**src/rtl/line_burst_adaptor.sv**
```systemverilog
// Converts one cacheline read/write into a BEATS-long burst on a narrow memory bus.
// Optional protocol checker enabled by defining LINE_BURST_PROTO_CHK_EN (adds proto_err).
module line_burst_adaptor #(
   parameter int LINE_W  = 256,
   parameter int BURST_W = 64,
   parameter int ADDR_W  = 32
) (
   input  logic              clk,
   input  logic              rst,
   input  logic              pmem_read,
   input  logic              pmem_write,
   input  logic [ADDR_W-1:0] pmem_address,
   input  logic [LINE_W-1:0] pmem_wdata,
   output logic              pmem_resp,
   output logic [LINE_W-1:0] pmem_rdata,
   output logic [ADDR_W-1:0] address_o,
   output logic              read_o,
   output logic              write_o,
   output logic [BURST_W-1:0] burst_o,
   input  logic [BURST_W-1:0] burst_i,
`ifdef LINE_BURST_PROTO_CHK_EN
   output logic              proto_err,
`endif
   input  logic              resp_i
);

   localparam int BEATS = LINE_W / BURST_W;
   localparam int CNT_W = (BEATS > 1) ? $clog2(BEATS) : 1;
   localparam int OFF_W = $clog2(LINE_W / 8);
   localparam logic [ADDR_W-1:0] ADDR_MASK = ~ADDR_W'((64'd1 << OFF_W) - 64'd1);
   localparam logic [CNT_W-1:0]  LAST_BEAT = CNT_W'(BEATS - 1);

   typedef enum logic [1:0] {
      IDLE,
      RD_BURST,
      WR_BURST,
      DONE
   } state_t;

   state_t             state_q, state_d;
   logic [CNT_W-1:0]   cnt_q, cnt_d;
   logic [ADDR_W-1:0]  addr_q, addr_d;
   logic [LINE_W-1:0]  line_q, line_d;
   logic [LINE_W-1:0]  rdata_q, rdata_d;

   // line_q holds the write line during a write and assembles beats during a read;
   // rdata_q only takes the line once a read burst has fully completed.
   always_comb begin
      state_d = state_q;
      cnt_d   = cnt_q;
      addr_d  = addr_q;
      line_d  = line_q;
      rdata_d = rdata_q;
      case (state_q)
         IDLE: begin
            if (pmem_write) begin
               line_d  = pmem_wdata;
               addr_d  = pmem_address & ADDR_MASK;
               state_d = WR_BURST;
            end else if (pmem_read) begin
               addr_d  = pmem_address & ADDR_MASK;
               state_d = RD_BURST;
            end
         end
         RD_BURST: begin
            if (resp_i) begin
               line_d[cnt_q*BURST_W +: BURST_W] = burst_i;
               if (cnt_q == LAST_BEAT) begin
                  cnt_d   = '0;
                  rdata_d = line_d;
                  state_d = DONE;
               end else begin
                  cnt_d = cnt_q + CNT_W'(1);
               end
            end
         end
         WR_BURST: begin
            if (resp_i) begin
               if (cnt_q == LAST_BEAT) begin
                  cnt_d   = '0;
                  state_d = DONE;
               end else begin
                  cnt_d = cnt_q + CNT_W'(1);
               end
            end
         end
         DONE: begin
            state_d = IDLE;
         end
         default: begin
            state_d = IDLE;
         end
      endcase
   end

   always_ff @(posedge clk or posedge rst) begin
      if (rst) begin
         state_q <= IDLE;
         cnt_q   <= '0;
         addr_q  <= '0;
         line_q  <= '0;
         rdata_q <= '0;
      end else begin
         state_q <= state_d;
         cnt_q   <= cnt_d;
         addr_q  <= addr_d;
         line_q  <= line_d;
         rdata_q <= rdata_d;
      end
   end

   // Strobes decode straight from the state flop so reset clears them asynchronously.
   assign read_o     = (state_q == RD_BURST);
   assign write_o    = (state_q == WR_BURST);
   assign pmem_resp  = (state_q == DONE);
   assign pmem_rdata = rdata_q;
   assign address_o  = addr_q;
   assign burst_o    = (state_q == WR_BURST) ? line_q[cnt_q*BURST_W +: BURST_W] : '0;

`ifdef LINE_BURST_PROTO_CHK_EN
   logic proto_err_q, proto_err_d;

   // Sticky flag: stray beat handshakes outside a burst, or a request dropped mid-burst.
   always_comb begin
      proto_err_d = proto_err_q;
      if (resp_i && ((state_q == IDLE) || (state_q == DONE))) begin
         proto_err_d = 1'b1;
      end
      if ((state_q == RD_BURST) && !pmem_read) begin
         proto_err_d = 1'b1;
      end
      if ((state_q == WR_BURST) && !pmem_write) begin
         proto_err_d = 1'b1;
      end
   end

   always_ff @(posedge clk or posedge rst) begin
      if (rst) begin
         proto_err_q <= 1'b0;
      end else begin
         proto_err_q <= proto_err_d;
      end
   end

   assign proto_err = proto_err_q;
`endif

endmodule

```
**config.mk**
```make
export PLATFORM = sky130hd
export DESIGN_NAME = line_burst_adaptor
export DESIGN_NICKNAME = d
export VERILOG_FILES = /design/src/rtl/line_burst_adaptor.sv
export SDC_FILE = /design/constraint.sdc
export NUM_CORES = 1
export LEC_CHECK = 0
export ABC_AREA = 1
export BUFFER_PORTS_ARGS = -buffer_cell sky130_fd_sc_hd__buf_2
export CAP_MARGIN = 20
export CORE_AREA = 3 3 277 279
export DETAILED_ROUTE_END_ITERATION = 8
export DIE_AREA = 0 0 280 282
export GPL_ROUTABILITY_DRIVEN = 0
export PLACE_DENSITY_LB_ADDON = 0.05
export SETUP_SLACK_MARGIN = 0.05
export SYNTH_ARGS = -nofsm -noshare
export SYNTH_HDL_FRONTEND = slang
export SYNTH_SLANG_ARGS = --single-unit
```
**constraint.sdc**
```tcl
create_clock -name clk -period 30.9 [get_ports clk]
set_clock_uncertainty 0.05 [all_clocks]
set_input_delay 6.18 -clock clk [delete_from_list [all_inputs] [get_ports clk]]
set_output_delay 6.18 -clock clk [all_outputs]
set_load 0.01 [all_outputs]
```
==> results.toml <==
[outcome]
outcome = "completed"

[clock_tree]
cts.path.max_buffers = 3
cts-resized-gates = 0
worstSkewPairLatency_ns = 0.62
cts.root.buffer_cell = "sky130_fd_sc_hd__clkbuf_16"
cts.hold.buffers_added = 0
tritoncts = "yes"
post-cts-setup-buffer-count = 0
cts_buffers = 67
cts_sinks = 543
path_clk_slew_ns = 0.06
cts_max_level = 3

[power]
p_per_area_mw_per_mm2 = 122
combPwrFrac = 0.532
int_power_mw = 2.22
power_switching_mw = 2.26
leakage_nw = 21.5
power_switching_share = 0.505
sequentialPowerShare = 0.291
clock_network_fraction_of_design_power = 0.177
design_power_total_mw = 4.48
ir_drop_mv = 0.101

[worst_setup_path]
crit_type = "reg2out"
critical_path.max_fanout = 90
critical_path.startpoint_type = "register"
path_depth_of_the_worst_reg2reg_path = 10
reg2reg_slack_ns = 25.42
worstReg2RegStart = "state_q[1]$_DFFE_PP0P_"
arrival_ns = 4.00
worst_setup_path_startpoint = "cnt_q[0]$_DFFE_PP0P_"
worst_r2r_endpoint = "line_q[164]$_DFFE_PP0P_"
worstSetupEndpointType = "primary output"
critical_path_required_ns = 24.67

[drt]
postRouteAntennaNets = 0
route.detailed.wl_per_inst_um = 20.5
detail_route.wirelength_mm = 129
drtPass1Iterations = 6
drcViolationCount = 0
vias = 32900
post_drt_via_cell_ratio = 5.23
iteration_0_drc_count_of_the_detailed_router = 3103

[worst_hold_path]
endpoint_of_the_worst_hold_timing_path = "pmem_rdata[112]$_DFFE_PP0P_"
hold_path_depth = 2
hold_crit_start = "pmem_rdata[112]$_DFFE_PP0P_"
hold_class = "reg2reg"

[placed_design]
io_buffers = 701
dp_hpwl_mm = 80.3
dp.cells = 6170
placed_area_mm2 = 0.0345

[grt]
grt_start_max_net_pins = 222
grt-ovfl-total = 0
grt_pass1_vias = 30900
global_router_s_overall_resource_usage = 0.320
initial_antenna_violation_count = 14
global_route_wire_length_before_repair_mm = 194

[timing]
hold_viol = 0
period_needed_ns = 10.23
setup_viol = 0
final-max-slew-violation-count = 0
totalNegativeSetupSlack_ns = 0
rsz_0062_raised_after_global_routing = "no"
fmax_mhz = 97.7
finalCritPeriodShare = 0.331
timing_worst_slew_pin_value_ns = 1.24
timing.slew.headroom = 0.174

[floorplanning]
fp-row-count = 100
die_y_um = 282
core_region_area_mm2 = 0.0744
floorplan.io_pins = 712
die_w_um = 280
initial_utilization = 0.413
design.die.area_mm2 = 0.0790

[synthesis]
gate_count_post_synth = 4778
synth.yosys.seq_area_share = 0.442
synthesis.area_mm2 = 0.0307
syn-mean-instance-area_um2 = 6.43
yosysWarnings = 0
synthDistinctLibCells = 18
synth-seq-cells = 543

[job]
max-cap-violations = 0

[final_layout]
synthToLayoutAreaGrowth_pct = 19.5
final_cell_mix = "sky130_fd_sc_hd__nand2_1 (2,150), sky130_fd_sc_hd__nor2_1 (837), sky130_fd_sc_hd__buf_2 (701)"
finalCoreUtilization = 0.493
layoutNonFillerInstCount = 6300
drive_gt1_frac = 0.163
final_cell_area_mm2 = 0.0367
number_of_nets_in_the_layout = 5639
layout.cells.most_common = "sky130_fd_sc_hd__nand2_1"
==> stage by stage <==
| step | hold slack, ns | setup WS (ns) |
|---|---|---|
| floorplan | 0.416 | 9.49 |
| global placement | 0.407 | 21.32 |
| detailed placement | 0.410 | 21.33 |
| CTS | 0.426 | 20.66 |
| global route | 0.441 | 20.43 |
| finish | 0.422 | 20.67 |
==> sequential cells by signal, summed over array words and instances, names as in the netlist <==
register    cells
line_q        256
pmem_rdata    256
address_o      27
cnt_q           2
state_q         2
==> kinds of logic after synthesis <==
logic type                 synth area share
and+or+nand+nor                       0.449
DFF                                   0.442
buffers and inverters                0.0670
AOI/OAI and AO/OA                    0.0369
adders and majority gates           0.00448
other                              0.000122
==> critical path: stages (launching register included) <==
cell and delay (ns):
sky130_fd_sc_hd__dfrtp_4 0.80, sky130_fd_sc_hd__buf_4 0.95, sky130_fd_sc_hd__buf_4 0.66, sky130_fd_sc_hd__nor2_1 0.10, sky130_fd_sc_hd__nor2_1 0.10, sky130_fd_sc_hd__o21ai_0 0.09, sky130_fd_sc_hd__a21oi_1 0.41, sky130_fd_sc_hd__buf_2 0.22
==> cell usage after synthesis, drive strengths merged <==
master | number | share of area
a21oi | 67 | 0.011
buf | 203 | 0.032
clkbuf | 118 | 0.014
conb | 1 | 0.00012
dfrtp | 543 | 0.44
ha | 11 | 0.0045
inv | 171 | 0.021
nand2 | 2151 | 0.26
nand3 | 512 | 0.083
nor2 | 842 | 0.10
o21ai | 159 | 0.026
==> metal layers <==
metal	GRT usage	up-vias	routed length (um)
li1	-	15800	-
met1	0.435	15600	54800
met2	0.513	1349	59700
met3	0.0567	228	9920
met4	0.121	6	4950
met5	0	-	34
==> worst max-delay path by stage <==
stage | endpoint | slack (ns) | depth (start not counted)
floorplan | address_o[10]$_DFFE_PP0P_ | 9.49 | 1
global placement | burst_o[7] | 21.32 | 7
detailed placement | pmem_rdata[228]$_DFFE_PP0P_ | 21.33 | 5
CTS | burst_o[7] | 20.66 | 7
global route | burst_o[7] | 20.43 | 7
finish | burst_o[7] | 20.67 | 7
==> power by group through the flow <==
stage	clock network (mW)	logic, mW	registers [mW]
floorplan	0	1.50	1.30
global placement	0	2.34	1.31
detailed placement	0	2.36	1.30
CTS	0.804	2.37	1.30
global route	0.831	2.65	1.34
finish	0.792	2.38	1.30
==> final cells by class <==
cell class / instances / area (um^2)
Timing Repair Buffer: 741 / 3870
Inverter: 171 / 664
Tap cell: 969 / 1210
Clock buffer: 99 / 1980
Multi-Input combinational cell: 3747 / 15200
Sequential cell: 543 / 13600
Antenna cell: 12 / 30.0
Fill cell: 7917 / 37700
Clock inverter: 18 / 176
Note: power is estimated with default switching activity, not from simulation.
